### src/rtl/timer_if.sv
// CPU-side bus and interrupt signals between the MMU/CPU and the interval timer.
interface timer_if;
  logic       RDY;
  logic       CET_n;
  logic       A0;
  logic       we;
  logic [7:0] d_in;
  logic [7:0] d_out;
  logic       irq_ack;
  logic       TIQ;

  modport master (
    output RDY, CET_n, A0, we, d_in, irq_ack,
    input  d_out, TIQ
  );

  modport slave (
    input  RDY, CET_n, A0, we, d_in, irq_ack,
    output d_out, TIQ
  );
endinterface

### src/rtl/timer.sv
// HuC6280 programmable interval timer: 7-bit reload, prescaled down-counter, level IRQ.
// Define TIMER_SIM_PRESCALE_EN to force a prescale of 16 for fast simulation.
module timer #(
  parameter int PRESCALE = 1024
) (
  input logic    clk,
  input logic    reset,
  timer_if.slave bus
);

`ifdef TIMER_SIM_PRESCALE_EN
  localparam int P = 16;
`else
  localparam int P = PRESCALE;
`endif
  localparam int PW = (P > 1) ? $clog2(P) : 1;
  localparam logic [PW-1:0] PRE_TOP = PW'(P - 1);

  logic [6:0]    reload;
  logic          enable;
  logic [6:0]    counter;
  logic [PW-1:0] prescaler;
  logic          irq_pending;

  logic wr;
  logic restart;
  logic tick;
  logic underflow;
  logic unused_d7;

  assign wr        = !bus.CET_n && bus.we && bus.RDY;
  // Only a 0->1 enable transition restarts; rewriting 1 lets the count run on.
  assign restart   = wr && bus.A0 && bus.d_in[0] && !enable;
  assign tick      = enable && !restart && (prescaler == '0);
  assign underflow = tick && (counter == '0);
  assign unused_d7 = bus.d_in[7];

  always_ff @(posedge clk) begin
    if (reset) begin
      reload      <= '0;
      enable      <= 1'b0;
      counter     <= '0;
      prescaler   <= PRE_TOP;
      irq_pending <= 1'b0;
    end else begin
      if (wr && !bus.A0) reload <= bus.d_in[6:0];
      if (wr && bus.A0)  enable <= bus.d_in[0];

      if (restart) begin
        counter   <= reload;
        prescaler <= PRE_TOP;
      end else if (enable) begin
        if (prescaler != '0) begin
          prescaler <= prescaler - 1'b1;
        end else begin
          prescaler <= PRE_TOP;
          // Underflow reloads from the pre-write reload value.
          counter   <= (counter != '0) ? counter - 1'b1 : reload;
        end
      end

      // Set has priority over acknowledge.
      if (underflow)        irq_pending <= 1'b1;
      else if (bus.irq_ack) irq_pending <= 1'b0;
    end
  end

  assign bus.d_out = (!bus.CET_n && !bus.we) ? {1'b0, counter} : 8'h00;
  assign bus.TIQ   = irq_pending;

endmodule
### src/flat_wrapper.sv
// flat-port wrapper written by rule: the top's interface ports become plain ports
module timer_flat 
#(
  parameter int PRESCALE = 1024
)
  (clk, reset, bus_RDY, bus_CET_n, bus_A0, bus_we, bus_d_in, bus_irq_ack, bus_d_out, bus_TIQ);
  timer_if bus_i ();
  input logic clk;
  input logic reset;
  input wire logic [$bits(bus_i.RDY)-1:0] bus_RDY;
  input wire logic [$bits(bus_i.CET_n)-1:0] bus_CET_n;
  input wire logic [$bits(bus_i.A0)-1:0] bus_A0;
  input wire logic [$bits(bus_i.we)-1:0] bus_we;
  input wire logic [$bits(bus_i.d_in)-1:0] bus_d_in;
  input wire logic [$bits(bus_i.irq_ack)-1:0] bus_irq_ack;
  output wire logic [$bits(bus_i.d_out)-1:0] bus_d_out;
  output wire logic [$bits(bus_i.TIQ)-1:0] bus_TIQ;
  assign bus_i.RDY = bus_RDY;
  assign bus_i.CET_n = bus_CET_n;
  assign bus_i.A0 = bus_A0;
  assign bus_i.we = bus_we;
  assign bus_i.d_in = bus_d_in;
  assign bus_i.irq_ack = bus_irq_ack;
  assign bus_d_out = bus_i.d_out;
  assign bus_TIQ = bus_i.TIQ;
  timer #(.PRESCALE(PRESCALE)) u_core (.clk(clk), .reset(reset), .bus(bus_i));
endmodule
### config.mk
export PLATFORM = sky130hd
export DESIGN_NAME = timer_flat
export DESIGN_NICKNAME = d
export VERILOG_FILES = /design/src/rtl/timer_if.sv /design/src/rtl/timer.sv /design/src/flat_wrapper.sv
export SDC_FILE = /design/constraint.sdc
export NUM_CORES = 1
export LEC_CHECK = 0
export ABC_CLOCK_PERIOD_IN_PS = 1700
export BUFFER_PORTS_ARGS = -buffer_cell sky130_fd_sc_hd__buf_2
export CORE_MARGIN = 2
export CORE_UTILIZATION = 23
export CTS_BUF_LIST = sky130_fd_sc_hd__clkbuf_4 sky130_fd_sc_hd__clkbuf_8 sky130_fd_sc_hd__clkbuf_16
export CTS_CLUSTER_SIZE = 28
export DETAILED_ROUTE_END_ITERATION = 6
export SYNTH_ARGS = -nofsm -noshare
export SYNTH_HDL_FRONTEND = slang
export SYNTH_SLANG_ARGS = --single-unit
### constraint.sdc
create_clock -name clk -period 1.7 [get_ports clk]
set_input_delay 0.17 -clock clk [delete_from_list [all_inputs] [get_ports clk]]
set_output_delay 0.17 -clock clk [all_outputs]
set_load 0.005 [all_outputs]
==> summary.txt <==
Synthesis
  – Synth Flop Type: dfxtp_1
  – Seq cells post-synth: 26
  – Largest family of logic cells by synthesized area: simple AND/OR/NAND/NOR gates
  – Mux cell area share after synthesis: 9.15%
  – Synth Cell Area: ~1300 sq um
  – Synth Area in Adders: about 2.8%
  – Post-Syn Area per Cell: 9.08 sq um
  – Share of the yosys chip area belonging to registers: around 39%
  – XOR/XNOR Fraction of Synth Area: 3.30%
  – Post-synth EDFFs: 0
  – Synth Area in Simple Gates: ~30%
  – Synth Net Count: roughly 160
  – Asr flop ratio synth: 0%
  – Compound-cell area share of the yosys netlist: roughly an eighth
  – Cell count after synthesis: ~150
  – Synth cell types: 42
  – Synth warn: 0

Setup path
  – WP data required: about 1900 ps
  – Critical path arrival: around 1800 ps
  – Crit Reg-Reg Endpoint: u_core.counter[4]
  – CP Launch Type: flip-flop
  – R2R Path Start: u_core.prescaler[3]
  – Reg2Reg Setup Slack: 100 ps
  – CP endpoint kind: flip-flop
  – Cells on worst reg2reg path: 4
  – Critical Path Fanout Max: 7
  – Setup CP Type: flip-flop to flip-flop

Finish
  – NumNets Final: 192
  – # fillers: between 600 and 700
  – Synth-to-layout area growth: 19.4%
  – Diode count: 0
  – Register area: roughly 520 sq um
  – Layout cells sized above 1: approximately 22%
  – Most frequent cells in the layout: dfxtp_1 (26), buf_2 (21), nor2_1 (15), nand2_1 (13), mux2i_1 (11)
  – Post-Route Utilization: ~29%
  – Footprint of the multi-input gates: approximately 760 sq um
  – Most common cell after layout, fill and taps aside: dfxtp_1

Clocking
  – Worst skew pair latency: roughly 270 ps
  – Post-CTS sizing: 0
  – Post-CTS Hold Fix Bufs: 0
  – H-tree levels: 1
  – CTS tree: done
  – CTS max path bufs: 2
  – Postcts setup bufs: 0
  – Clk root buf: clkbuf_8
  – Clock transition at path regs: 90 ps
  – Clock buffer count from CTS: 3
  – Clock sinks: 26

Floorplanning
  – Boundary Pins: 24
  – Die width: between 70 and 80 um
  – # rows: 27
  – Initial Utilization: between 20% and 30%
  – Core area: 5540 sq um
  – Die area: 6390 sq um
  – Die height: roughly 80 um

Power
  – PwrDens: 654 nW/um^2
  – Sequential power share: 59.6%
  – Tot Pwr: between 1000 and 1500 uW
  – Switching Power: approximately 230 uW
  – Sw frac: between 20% and 30%
  – Internal power: ~800 uW
  – Maximum VDD drop: approximately 0.25 mV
  – Leak pwr: roughly 0.00068 uW
  – Combinational share of power: about 6.5%
  – Clock Power Share: around 34%

Route
  – Initial DRC Count: 56
  – Drt pass-1 iters: 4
  – DRT antenna net count: 0
  – Via count: 1,086
  – Residual DRC count: 0
  – WL/cell: ~12 um
  – Total Routed Length: roughly 2.8 mm
  – Detailed-route vias per instance: ~4.5

STA
  – # setup viols final: 0
  – Setup_tns: 0 ps
  – Achievable Freq: around 620 MHz
  – Fin Clk Skew: 2.92 ps
  – Endpoints failing hold: 0
  – Hold slack: 128 ps
  – Fin crit period: ~1600 ps
  – Final Slew Violations: 0
  – Fin crit share: 94.3%
  – RSZ-0062 raised after global routing: false

Global route
  – Largest net degree at the start of global routing: 14
  – Total congestion overflow: 0
  – Vias in the first global route: between 1,000 and 1,500
  – Global-route wire length before repair: 4.75 mm
  – Initial antenna violation count: 0
  – GR Util All Layers: under 10%

Placed design
  – IO buf count: 21
  – Placer Congestion: about 0.79
  – DP Wirelength: 2.17 mm

Run status
  – Outcome: finished, final reports clean

Run
  – Maxcap violations: 0

Worst hold path
  – Hold depth: 3
  – Type of the worst min-delay path: primary input to flip-flop
  – Hold Crit Start: bus_d_in[4]
  – Min-Delay Endpoint: u_core.reload[4]
worst max path at each step:
stage | end | slack [ps] | from | cells after the start
floorplan | u_core.counter[4] | 150 | u_core.counter[0] | 6
global placement | u_core.counter[4] | 120 | u_core.prescaler[2] | 4
detailed placement | u_core.counter[4] | 50 | u_core.prescaler[2] | 4
CTS | u_core.counter[4] | 30 | u_core.prescaler[2] | 4
global route | u_core.counter[4] | 20 | u_core.prescaler[3] | 4
finish | u_core.counter[4] | 100 | u_core.prescaler[3] | 4
state kept, by name (all words and copies together), names as in the netlist:
signal / count
u_core.prescaler: 10
u_core.enable: 1
u_core.bus.TIQ: 1
u_core.reload: 7
u_core.counter: 7
per-stage QoR:
step                setup WS (ps)  cells  cell area [sq um]
finish                       97.4    244               1580
floorplan                     155    146               1330
CTS                          30.0    244               1580
detailed placement           54.0    241               1540
global route                 22.7    244               1580
global placement              121    241               1540
routing by layer:
metal | part of all wire (%) | GRT usage [%] | wire (um)
met1 | 48 | 12.0 | 1350
met2 | 44 | 15.3 | 1240
met3 | 5.4 | 1.92 | 152
met4 | 2.3 | 4.58 | 65
met5 | 0 | 0 | 0
layout make-up:
cell class              instances  share of cell area [%]
flip-flops and latches         26                    32.9
well taps                      72                    5.69
multi-input cells             110                    48.2
inverters                       7                    1.66
clock buffers                   3                    2.61
repair buffers                 26                    9.00
kinds of logic after synthesis:
| family | count (synthesis) |
|---|---|
| buf+inv | 10 |
| flops | 26 |
| fa+ha+maj | 3 |
| compound gates | 25 |
| mux | 12 |
| xor+xnor | 5 |
| other cells | 1 |
| simple gates | 64 |
cell usage after synthesis, types with 2 or more instances:
| cell type | count | area (sq um) |
|---|---|---|
| o21ai_1 | 3 | 15.0 |
| nand3b_1 | 2 | 15.0 |
| o2bb2ai_1 | 4 | 35.0 |
| dfxtp_1 | 26 | 521 |
| ha_1 | 3 | 37.5 |
| and2_1 | 5 | 31.3 |
| nor2_1 | 15 | 56.3 |
| nand3_1 | 4 | 20.0 |
| nor3_1 | 5 | 25.0 |
| nand2_1 | 13 | 48.8 |
| o21ai_0 | 6 | 30.0 |
| mux2i_1 | 11 | 110 |
| nand2b_1 | 2 | 12.5 |
| and3_1 | 4 | 25.0 |
| xnor2_1 | 4 | 35.0 |
| a21oi_1 | 6 | 30.0 |
| nor4_1 | 2 | 12.5 |
| inv_1 | 7 | 26.3 |
worst max-delay path, stage by stage, from the launching register on:
cell	delay, ps
dfxtp_1	370
nor4b_4	380
nand4b_4	180
or4_1	530
nand3_1	90
power groups by stage:
stage / Sequential (uW) / Combinational (uW) / Clock, uW
CTS: 617 / 67.6 / 361
global placement: 631 / 66.8 / 0
floorplan: 630 / 39.0 / 0
global route: 618 / 75.5 / 380
detailed placement: 631 / 67.4 / 0
finish: 617 / 66.9 / 352
(Power assumes the default switching activity.)
